`config.mk`:
```
export PLATFORM = sky130hd
export DESIGN_NAME = seg_scan_capture
export DESIGN_NICKNAME = d
export VERILOG_FILES = /design/src/rtl/seg_scan_pkg.sv /design/src/rtl/seg7_decode.sv /design/src/rtl/seg_scan_capture.sv
export SDC_FILE = /design/constraint.sdc
export NUM_CORES = 1
export LEC_CHECK = 0
export CORE_AREA = 2 2 164 126
export DETAILED_ROUTE_END_ITERATION = 8
export DIE_AREA = 0 0 166 128
export PLACE_DENSITY_LB_ADDON = 0.05
export SETUP_SLACK_MARGIN = 0.05
export SLEW_MARGIN = 20
export SYNTH_ARGS = -nofsm -noshare
export SYNTH_HDL_FRONTEND = slang
export SYNTH_SLANG_ARGS = --single-unit
```
`constraint.sdc`:
```
create_clock -name clk -period 2.5 [get_ports clk]
set_clock_uncertainty 0.15 [all_clocks]
set_input_delay 0.625 -clock clk [delete_from_list [all_inputs] [get_ports clk]]
set_output_delay 0.625 -clock clk [all_outputs]
set_load 0.02 [all_outputs]
```
`src/rtl/seg_scan_pkg.sv`:
```
// Shared constants, glyph table, FSM states and pattern-to-nibble helper for
// the 7-segment scan receiver.
package seg_scan_pkg;

  localparam int SEG_A  = 0;
  localparam int SEG_B  = 1;
  localparam int SEG_C  = 2;
  localparam int SEG_D  = 3;
  localparam int SEG_E  = 4;
  localparam int SEG_F  = 5;
  localparam int SEG_G  = 6;
  localparam int SEG_DP = 7;

  // Entry n is the a..g pattern (1 = lit) of hex digit n.
  localparam logic [15:0][6:0] GLYPHS = {
    7'h71, 7'h79, 7'h5E, 7'h39, 7'h7C, 7'h77, 7'h6F, 7'h7F,
    7'h07, 7'h7D, 7'h6D, 7'h66, 7'h4F, 7'h5B, 7'h06, 7'h3F
  };

  typedef enum logic [1:0] {
    ST_WAIT,
    ST_SETTLE,
    ST_HELD
  } scan_state_t;

  // Returns {ok, nibble}; unknown patterns give {0, 0}.
  function automatic logic [4:0] seg_to_hex(input logic [6:0] seg);
    logic [4:0] res;
    res = 5'd0;
    for (int i = 0; i < 16; i++) begin
      if (seg == GLYPHS[i]) res = {1'b1, 4'(i)};
    end
    return res;
  endfunction

endpackage

```
`src/rtl/seg7_decode.sv`:
```
// Combinational 7-segment pattern to hex nibble decoder.
module seg7_decode
  import seg_scan_pkg::*;
(
  input  logic [6:0] seg,
  output logic       ok,
  output logic [3:0] hex
);

  assign {ok, hex} = seg_to_hex(seg[SEG_G:SEG_A]);

endmodule

```
`src/rtl/seg_scan_capture.sv`:
```
// Receive side of a multiplexed 7-segment display: rebuilds the full frame
// from scanned anode/cathode lines, decodes each digit and flags scan errors.
module seg_scan_capture
  import seg_scan_pkg::*;
#(
  parameter int DIGITS        = 8,
  parameter int SETTLE        = 4,
  parameter int ANODE_ACT_LOW = 1,
  parameter int SEG_ACT_LOW   = 1,
  parameter int TIMEOUT       = 2**20
) (
  input  logic                  clk,
  input  logic                  rst,
  input  logic [7:0]            cathodes,
  input  logic [DIGITS-1:0]     anodes,
  output logic [8*DIGITS-1:0]   frame_seg,
  output logic [4*DIGITS-1:0]   frame_hex,
  output logic [DIGITS-1:0]     frame_ok,
  output logic                  frame_valid,
  output logic                  err_multi,
  output logic                  stale
);

  localparam int TW = $clog2(TIMEOUT + 1);
  localparam logic [TW-1:0] TO_MAX = TW'(TIMEOUT);
  localparam logic [3:0] SETTLE_MAX  = 4'(SETTLE);
  localparam logic [3:0] SETTLE_LAST = 4'(SETTLE - 1);
  localparam logic [7:0] CAT_IDLE = (SEG_ACT_LOW != 0) ? 8'hFF : 8'h00;
  localparam logic [DIGITS-1:0] AN_IDLE =
    (ANODE_ACT_LOW != 0) ? {DIGITS{1'b1}} : {DIGITS{1'b0}};
  localparam logic [DIGITS-1:0] AN_ONE = {{(DIGITS-1){1'b0}}, 1'b1};

  logic [7:0]           cat_s1_reg, cat_s2_reg;
  logic [DIGITS-1:0]    an_s1_reg, an_s2_reg;
  logic [DIGITS-1:0]    an_prev_reg;
  logic [3:0]           settle_cnt_reg;
  scan_state_t          state_reg;
  logic [DIGITS-1:0]    seen_reg;
  logic [8*DIGITS-1:0]  shadow_seg_reg;
  logic [4*DIGITS-1:0]  shadow_hex_reg;
  logic [DIGITS-1:0]    shadow_ok_reg;
  logic [TW-1:0]        timeout_cnt_reg;

  logic [7:0]        cat_n;
  logic [DIGITS-1:0] an_n;
  logic              change, eval, one_hot, multi_hot, capture, done;
  logic              dec_ok;
  logic [3:0]        dec_hex;

  // Synchronisers reset to the idle line level so the normalised view starts blank.
  assign cat_n = cat_s2_reg ^ CAT_IDLE;
  assign an_n  = an_s2_reg ^ AN_IDLE;

  assign change    = (an_n != an_prev_reg);
  assign one_hot   = (an_n != '0) && ((an_n & (an_n - AN_ONE)) == '0);
  assign multi_hot = (an_n != '0) && !one_hot;
  // Evaluation fires SETTLE cycles after the change cycle with no further change.
  assign eval      = (state_reg == ST_SETTLE) && !change && (settle_cnt_reg == SETTLE_LAST);
  assign capture   = eval && one_hot;
  assign done      = &seen_reg;
  assign stale     = (timeout_cnt_reg == TO_MAX);

  seg7_decode u_decode (
    .seg (cat_n[6:0]),
    .ok  (dec_ok),
    .hex (dec_hex)
  );

  always_ff @(posedge clk) begin
    if (rst) begin
      cat_s1_reg      <= CAT_IDLE;
      cat_s2_reg      <= CAT_IDLE;
      an_s1_reg       <= AN_IDLE;
      an_s2_reg       <= AN_IDLE;
      an_prev_reg     <= '0;
      settle_cnt_reg  <= '0;
      state_reg       <= ST_WAIT;
      seen_reg        <= '0;
      shadow_seg_reg  <= '0;
      shadow_hex_reg  <= '0;
      shadow_ok_reg   <= '0;
      timeout_cnt_reg <= '0;
      frame_seg       <= '0;
      frame_hex       <= '0;
      frame_ok        <= '0;
      frame_valid     <= 1'b0;
      err_multi       <= 1'b0;
    end else begin
      cat_s1_reg  <= cathodes;
      cat_s2_reg  <= cat_s1_reg;
      an_s1_reg   <= anodes;
      an_s2_reg   <= an_s1_reg;
      an_prev_reg <= an_n;

      if (change)
        settle_cnt_reg <= '0;
      else if (settle_cnt_reg != SETTLE_MAX)
        settle_cnt_reg <= settle_cnt_reg + 4'd1;

      case (state_reg)
        ST_WAIT:   if (change) state_reg <= ST_SETTLE;
        ST_SETTLE: if (eval)   state_reg <= ST_HELD;
        ST_HELD:   if (change) state_reg <= ST_SETTLE;
        default:   state_reg <= ST_WAIT;
      endcase

      err_multi <= eval && multi_hot;

      for (int i = 0; i < DIGITS; i++) begin
        if (capture && an_n[i]) begin
          shadow_seg_reg[8*i +: 8] <= cat_n;
          shadow_hex_reg[4*i +: 4] <= dec_hex;
          shadow_ok_reg[i]         <= dec_ok;
        end
      end

      // A capture landing on the completion cycle starts the next frame's mask.
      seen_reg    <= (done ? '0 : seen_reg) | (capture ? an_n : '0);
      frame_valid <= done;

      if (done) begin
        frame_seg       <= shadow_seg_reg;
        frame_hex       <= shadow_hex_reg;
        frame_ok        <= shadow_ok_reg;
        timeout_cnt_reg <= '0;
      end else if (timeout_cnt_reg != TO_MAX) begin
        timeout_cnt_reg <= timeout_cnt_reg + 1'b1;
      end
    end
  end

endmodule

```
==> metrics <==
final-stage net count=1,335; launch point of the worst path=timeout_cnt_reg[16]; yosys warns=0; Multi-input gate area=0.00457 sq mm; initial core utilization=0.540; ratio of cells with drive above 1 in the final layout=0.123; post-route total power=8750 uW; proportion of synthesized chip area in sequential cells=0.535; Worst path slowest cell=dfxtp_1; standard-cell row count=45; clock transition at the registers of the reported paths=60 ps; Clk Latency, worst-skew pair=520 ps; sequential group share of total power=0.528; Die Span X=166 um; fin crit share=0.967; largest voltage drop on the vdd net=0.456 mV; via count of the first global-routing pass=7,640; Clock power frac=0.439; routed wire length=24.6 mm; global router's overall resource usage=0.225; total of flip-flops plus latches after synthesis=285; worst slew pin tran=758 ps; Routed wire per std cell=15.5 um; Top Ports=125; average instance area after synthesis=8.87 sq um; die area=0.0212 sq mm; netlist area before placement=0.0107 sq mm; Worst Hold Margin=164 ps; H-tree depth reported by CTS=1; largest cells by area after synthesis=dfxtp_1 54%, nand2_1 11%, a21oi_1 6.7%, mux2i_1 6.3%, or2_2 3.1%; final design area excluding fillers=0.0132 sq mm; net switching share of the total power=0.212; minimum period implied by the final worst setup slack=2420 ps; Internal=6890 uW; Pins Over Slew Limit=0; Slew HR=0.491; number of maximum-capacitance constraint violations=0; instance area after placement=0.0122 sq mm; Worst setup EP type=primary output; Setup WS pre-CTS=22.0 ps; post-route antenna net violation count=0; worst path cell trace=nor4_1, nand3_1, nor2_2, buf_6; top cell type's share of synthesized area=0.535; y dimension of the die=128 um; number of input and output port buffers inserted=124; total power divided by cell area=665 mW/mm^2; clock root cell=clkbuf_16; arrival time worst endpoint=1640 ps; DRC violation total after the first TritonRoute iteration=615; Critical Setup Path Class=reg -> out; number of hold-slack violations in the final timing report=0; TritonCTS buffer count=27; number of flops mapped to enable cells by yosys=0; clock tree from TritonCTS=yes; pin count of the biggest net entering global routing=67; crit-path max cell delay=350 ps; outcome=completed; # clock sinks=285; number of antenna violations at the first check in global routing=0; Top FF cell, synth=dfxtp_1; largest fanout on the critical path=5; last weighted congestion value of the routability-driven placer=0.852; launch point of the worst hold path=rst; required time at the endpoint of the critical path=1730 ps; switching power of the nets=1850 uW; post-synth top area cell=dfxtp_1; synth-to-layout area growth=23.4%; Sequential cell area=0.00571 sq mm; wire length of the first global-routing pass=39.7 mm; hold-fix buffer count after cts=0; routed vias=8,374; Via density=5.28; number of distinct standard cells referenced by the synthesized netlist=55; leakage power of the design=0.00497 uW; first drt pass iteration count=5; number of diodes=0; portion of total power attributed to combinational logic=0.033; async set-reset flop share out of synthesis=0; startpoint of the lowest-slack register-to-register path=cat_s2_reg[1]; net count after synthesis=1,224; minimum setup slack in the final design=83.3 ps; CP startpoint kind=flop; HPWL after DPL=16.0 mm; total DRC errors in the routed layout=0; number of buffers on the longest clock path=3; total of endpoints with negative setup slack in the final report=0; cell count after synthesis=1,202; f_max=414 MHz; core area=0.0198 sq mm; path type of the worst min-delay path=in -> reg; unrepaired setup endpoints after global routing=yes; fill cell count=1,685; Remaining Overflow, GRT=0
-- final timing paths --
kind | end | slack, ps | cells past startpoint
max | stale | 80 | 4
max reg2reg | shadow_hex_reg[8] | 150 | 6
min | frame_hex[2] | 160 | 2
min reg2reg | cat_s2_reg[1] | 260 | 1
-- cell usage in the layout (no fill, tap or decap), drive strengths merged, types with 2 or more instances in the layout --
master         synthesis  routed
and2                   2       2
and4                   5       5
nor2                  41      41
a211oi                 2       2
o21ai                 37      37
clkdlybuf4s50          0     122
a21oi                143     143
o31ai                  2       2
inv                   15      15
clkinv                 0       5
o211ai                 2       2
xnor2                 18      18
nor2b                  5       5
xor2                  10      10
mux2i                 67      67
or3                   10      10
nand4                 15      15
ha                     4       4
nand3                 29      29
and3b                  2       2
nor4                   9       9
nor4b                  5       5
nand2                313     313
or2                   55      55
and3                   8       8
nor4bb                 3       3
clkbuf                67      38
dfxtp                285     285
buf                   19      46
nor3                   8       8
nand2b                 3       3
o2111ai                4       4
-- layout make-up --
type,instances,share of cell area
clock buffer,38,0.0606
clock inverter,6,0.00247
inverter,15,0.00428
multi-input combinational,816,0.347
sequential,285,0.434
tap,258,0.0245
timing repair buffer,168,0.127
-- cells in the mapped netlist, types with 4 or more instances --
cell	n
nand2_1	313
dfxtp_1	285
a21oi_1	143
clkbuf_1	67
mux2i_1	67
or2_2	52
nor2_1	40
nand3_1	28
o21ai_0	20
xnor2_1	18
o21ai_1	17
inv_1	15
nand4_1	14
or3_1	10
xor2_1	10
and3_1	8
nor3_1	8
buf_4	7
nor4_1	7
buf_1	6
and4_1	5
nor2b_1	5
nor4b_1	5
buf_6	4
ha_1	4
o2111ai_4	4
-- repair_timing --
| item | 4_1_cts | 5_1_grt |
|---|---|---|
| gates cloned | 0 | 0 |
| endpoints found under the hold margin | 0 | 0 |
| gates resized for setup | 9 | 9 |
| pin swaps | 1 | 4 |
| endpoints found under the setup margin | 1 | 51 |
| setup buffers | 0 | 7 |
-- layer usage --
layer	GRT usage	routed length (um)
met2	0.340	10500
met5	0	0
met1	0.342	12500
met4	0.0481	396
met3	0.0352	1220
-- cells by family after synthesis --
family	after synthesis	synth area share
flip-flops	285	0.535
buffers and inverters	101	0.0411
adder cells (fa/ha/maj)	5	0.00563
multiplexers	67	0.0629
AO/OA/AOI/OAI	197	0.106
XOR/XNOR	28	0.0230
AND/OR/NAND/NOR	519	0.227
-- through the flow --
step | cells | setup TNS (ps) | util
detailed placement | 1535 | 0 | 0.617
global route | 1586 | -6.39 | 0.666
CTS | 1579 | 0 | 0.660
global placement | 1535 | 0 | 0.617
finish | 1586 | 0 | 0.666
floorplan | 1202 | 0 | -
-- power by group through the flow --
| stage | Clock, uW | Combinational [uW] | Sequential [uW] |
|---|---|---|---|
| 4_1_cts | 3900 | 280 | 4610 |
| 3_5_place_dp | 0 | 278 | 4720 |
| 3_3_place_gp | 0 | 276 | 4710 |
| 5_1_grt | 4090 | 317 | 4620 |
| 6_report | 3840 | 292 | 4620 |
| 2_1_floorplan | 0 | 201 | 4690 |
-- worst max-delay path: cells and delay by family (launching register included) --
kind,cells,cell delay [ps]
flops,1,350
simple gates,3,640
buf+inv,1,130
Power figures use the tool's default switching activity.
==> RTL change 1: new RTL, same settings <==
Remove the register `frame_valid`: a continuous assignment takes its place, so the output `frame_valid` follows one clock earlier.
--- a/src/rtl/seg_scan_capture.sv
+++ b/src/rtl/seg_scan_capture.sv
@@ -84,5 +84,4 @@
       frame_hex       <= '0;
       frame_ok        <= '0;
-      frame_valid     <= 1'b0;
       err_multi       <= 1'b0;
     end else begin
@@ -117,5 +116,4 @@
       // A capture landing on the completion cycle starts the next frame's mask.
       seen_reg    <= (done ? '0 : seen_reg) | (capture ? an_n : '0);
-      frame_valid <= done;
 
       if (done) begin
@@ -130,4 +128,6 @@
   end
 
+  assign frame_valid = done;
+
 endmodule
 
Formal check against the unedited RTL: same outputs for any inputs over 10 cycles, from zero or initial values and one cycle with rst high; that may be too few to reach the edited logic, so the function may still have changed.
==> RTL change 1 against the unedited design <==
- global-route usage shrank 0.49 points
- sequential cell count shrank 1
- worst setup slack gained 0.0022 ns
- count of clock-buffer cells in the layout is the same
- cell area grew 1.4%
- largest power group unchanged
- area after synthesis shrank 0.86%
- wire length shrank 3.2%
- total power grew 4.4%
- critical path type unchanged
- highest routed layer unchanged
- largest cell class unchanged
==> RTL change 1: results (changes against the unedited design) <==
| Metric | Value |
|---|---|
| Status | finished, final reports clean |
| Worst hold path class | flop to flop |
| First-pass GRT wire length | 39.0 mm (-1.8%) |
| Hpwl dp | 14.7 mm (-8.3%) |
| Switching Power | 1.92 mW (+3.4%) |
| Placed inst area | 12200 um2 (+0.37%) |
| Post-synthesis sequential area ratio | 53.8% (+0.27 points) |
| Vias in the first global route | 7562 (-1.0%) |
| Min-delay src | an_s1_reg[0] |
| Iter 0 DRT Violations | 756 (+23%) |
| Slew headroom | 59.7% (+11 points) |
| Worst Path Max Fanout | 4 (-1) |
| Fill cells | 1617 (-4.0%) |
| FF-to-FF End | timeout_cnt_reg[2] |
| Top cells by area, synth | dfxtp_1 54%, nand2_1 9.1%, mux2i_1 7.8% |
| Placed Instances | 1509 (-1.7%) |
| Post-Place Worst Slack | 0.0303 ns (+0.00832 ns) |
| Worst Hold Depth | 1 (-1) |
| Layout Cells excl Fill | 1568 (-1.1%) |
| Leakage power | 4.56 nW (-8.4%) |
| Worst R2R Setup Slack | 0.12 ns (-0.03 ns) |
| All-layer global routing usage | 22.1% (-0.49 points) |
| Met1 Resource Use GR | 32.4% (-1.8 points) |
| Power share of the combinational group | 4.1% (+0.8 points) |
| GR peak layer | met2 |
| Synth cell types | 60 (+9.1%) |
| Routed wire per std cell | 15.2 um (-2.1%) |
| Post-Syn Area per Cell | 9.07 um2 (+2.2%) |
| Via count | 8145 (-2.7%) |
| Synthesized Nets | 1188 (-2.9%) |
| Maximum vdd drop | 0.000447 V (-2.0%) |
| Layout Nets | 1314 (-1.6%) |
| Worst hold endpoint | an_s2_reg[0] |
| Layout cells sized above 1 | 12.9% (+0.63 points) |
RTL change 1: cell types whose count changed after synthesis, moves of 8 or more:
cell and delta:
o21ai_0 -13, o21ai_1 -17, mux2i_1 +15, nand3_1 -17, or2_2 -18, nand2_1 -58
nor2_1 +90, a21oi_1 -8
RTL change 1: worst max-delay path by stage:
stage                              end  slack (ns)
floorplan            shadow_seg_reg[0]        0.12
global placement                 stale         0.1
detailed placement               stale        0.03
CTS                              stale        0.05
global route        timeout_cnt_reg[2]       0.006
finish                           stale        0.09
RTL change 1: cell families after synthesis:
kind of cell | count (synthesis) | share of synthesized area [%]
simple gates | 489 | 20.3
flops | 284 | 53.8
compound gates | 182 | 11.0
buf+inv | 97 | 4.28
mux | 83 | 7.87
xor+xnor | 26 | 2.15
fa+ha+maj | 5 | 0.568
RTL change 1: layout make-up:
class / count / area share, %
Sequential cell: 284 / 42.6
Clock buffer: 38 / 5.89
Timing Repair Buffer: 179 / 13.8
Tap cell: 258 / 2.42
Clock inverter: 9 / 0.928
Inverter: 15 / 0.431
Multi-Input combinational cell: 785 / 33.9
RTL change 1: critical path, cell delays in order (launching register included):
cell and delay (ns):
dfxtp_1 0.34, nor4_2 0.33, nand3_2 0.17, nor2_4 0.15
buf_6 0.12
RTL change 1: what timing repair did:
item                       4_1_cts  5_1_grt
gates resized for setup         10       24
setup endpoints to repair        2       90
cloned                           0        1
buffers inserted                 8        3
pin swaps                        1        3
RTL change 1: power groups by stage:
| stage | clock, mW | sequential [mW] | combinational [mW] |
|---|---|---|---|
| floorplan | 0 | 4.67 | 0.233 |
| global placement | 0 | 4.69 | 0.332 |
| detailed placement | 0 | 4.69 | 0.334 |
| CTS | 4.23 | 4.59 | 0.359 |
| global route | 4.43 | 4.59 | 0.408 |
| finish | 4.17 | 4.59 | 0.376 |
RTL change 1: stage by stage:
step / hold slack, ns / util, %
2_1_floorplan: 0.239 / -
3_3_place_gp: 0.242 / 62.0
3_5_place_dp: 0.242 / 62.0
4_1_cts: 0.246 / 66.9
5_1_grt: 0.253 / 67.6
6_report: 0.251 / 67.6
RTL change 1: layer usage:
layer	vias up	wire length, um
li1	4117	-
met1	3815	12000
met2	182	10200
met3	31	1190
met4	0	346
met5	-	0
==> RTL change 2: new RTL, same settings <==
Without the edit above. The 3 states of `scan_state_t` get a one-hot encoding in 3 bits.
--- a/src/rtl/seg_scan_pkg.sv
+++ b/src/rtl/seg_scan_pkg.sv
@@ -18,8 +18,8 @@
   };
 
-  typedef enum logic [1:0] {
-    ST_WAIT,
-    ST_SETTLE,
-    ST_HELD
+  typedef enum logic [2:0] {
+    ST_WAIT   = 3'b001,
+    ST_SETTLE = 3'b010,
+    ST_HELD   = 3'b100
   } scan_state_t;
 
Check against the original RTL: no difference found for any inputs over 10 cycles, from zero or initial values and one cycle with rst high; not proved beyond that.
==> RTL change 2 against the unedited design <==
- sequential cell count grew 1
- register-to-register slack gained 0.07 ns
- wire length grew 13%
- cell area grew 4.4%
- total power grew 10%
- worst setup slack lost 0.039 ns
- area after synthesis grew 4.5%
- die area is the same
- highest routed layer unchanged
==> RTL change 2: results (changes against the unedited design) <==
| Metric | Value |
|---|---|
| Placed inst area | 12700 um2 (+4.2%) |
| First-pass GRT wire length | 45.3 mm (+14%) |
| Worst hold path class | flop to flop |
| Synth top cells by count | 286 x dfxtp_1, 232 x nand2_1, 172 x a21oi_1 |
| Post-Place Worst Slack | 0.0317 ns (+0.00971 ns) |
| Power share of the combinational group | 4.7% (+1.4 points) |
| Worst hold endpoint | cat_s2_reg[3] |
| Total length of routed wires | 27.7 mm (+13%) |
| Min-delay src | cat_s1_reg[3] |
| Vias in the first global route | 8920 (+17%) |
| Worst Hold Depth | 1 (-1) |
| Flop pwr share | 48.2% (-4.6 points) |
| Worst EP arrival | 1.68 ns (+0.04 ns) |
| Leakage power | 4.56 nW (-8.4%) |
| Synthesized Nets | 1308 (+6.9%) |
| Reg-to-Reg Start | an_s2_reg[3] |
| Status | finished, final reports clean |
| Internal Power | 7.54 mW (+9.4%) |
| Largest net degree at the start of global routing | 100 (+49%) |
| Worst R2R Setup Slack | 0.22 ns (+0.07 ns) |
| Synth cell types | 56 (+1.8%) |
| All-layer global routing usage | 25.3% (+2.8 points) |
| Hpwl dp | 17.6 mm (+10%) |
| DR pass1 iterations | 8 (+3) |
| Maximum vdd drop | 0.000531 V (+16%) |
| Layout Nets | 1396 (+4.6%) |
| Via density | 5.88 (+11%) |
| FF-to-FF End | shadow_seg_reg[22] |
| Slew headroom | 55.1% (+6.0 points) |
| Cell area after layout | 13700 um2 (+4.4%) |
==> RTL change 2: how the worst max path moves through the flow <==
stage                             startpoint                  to  slack [ns]  cells after the start
after floorplan            settle_cnt_reg[0]  shadow_seg_reg[14]        0.26                     10
after global placement    timeout_cnt_reg[0]               stale        0.06                      6
after detailed placement  timeout_cnt_reg[0]               stale        0.03                      6
after CTS                 timeout_cnt_reg[0]               stale        0.05                      6
after global routing      timeout_cnt_reg[0]               stale      -0.002                      6
final                     timeout_cnt_reg[1]               stale        0.04                      6
==> RTL change 2: critical path: stages, from the launching register on <==
cell	delay, ns
dfxtp_2	0.34
inv_2	0.07
ha_4	0.12
nor4b_4	0.16
nand3_1	0.13
nor2_2	0.18
buf_6	0.14
==> RTL change 2: layer usage <==
metal	global-route usage [%]	share of wire, %	wire length (um)	up-vias
met4	7.62	2.4	665	0
met3	4.11	6.4	1780	53
li1	-	-	-	4721
met1	36.0	47	12900	4621
met2	39.9	45	12300	316
met5	0	0	0	-
==> RTL change 2: cell type report <==
type	instances	area, um2
fillers	1631	6020
flip-flops and latches	286	5730
well taps	258	323
clock inverters	14	234
clock buffers	35	766
inverters	15	56.3
multi-input cells	860	4830
repair buffers	184	1810
==> RTL change 2: kinds of logic after synthesis <==
logic type	synth area share, %
multiplexers	0.269
flip-flops	51.4
adder cells (fa/ha/maj)	0.449
AO/OA/AOI/OAI	20.4
buffers and inverters	5.80
AND/OR/NAND/NOR	19.7
XOR/XNOR	2.04
==> RTL change 2: stage by stage <==
stage / std cells / hold WS, ns / total power, mW
after floorplan: 1286 / 0.239 / 5.02
after global placement: 1603 / 0.243 / 5.18
after detailed placement: 1603 / 0.242 / 5.18
after CTS: 1652 / 0.257 / 9.68
after global routing: 1652 / 0.273 / 9.90
final: 1652 / 0.256 / 9.64
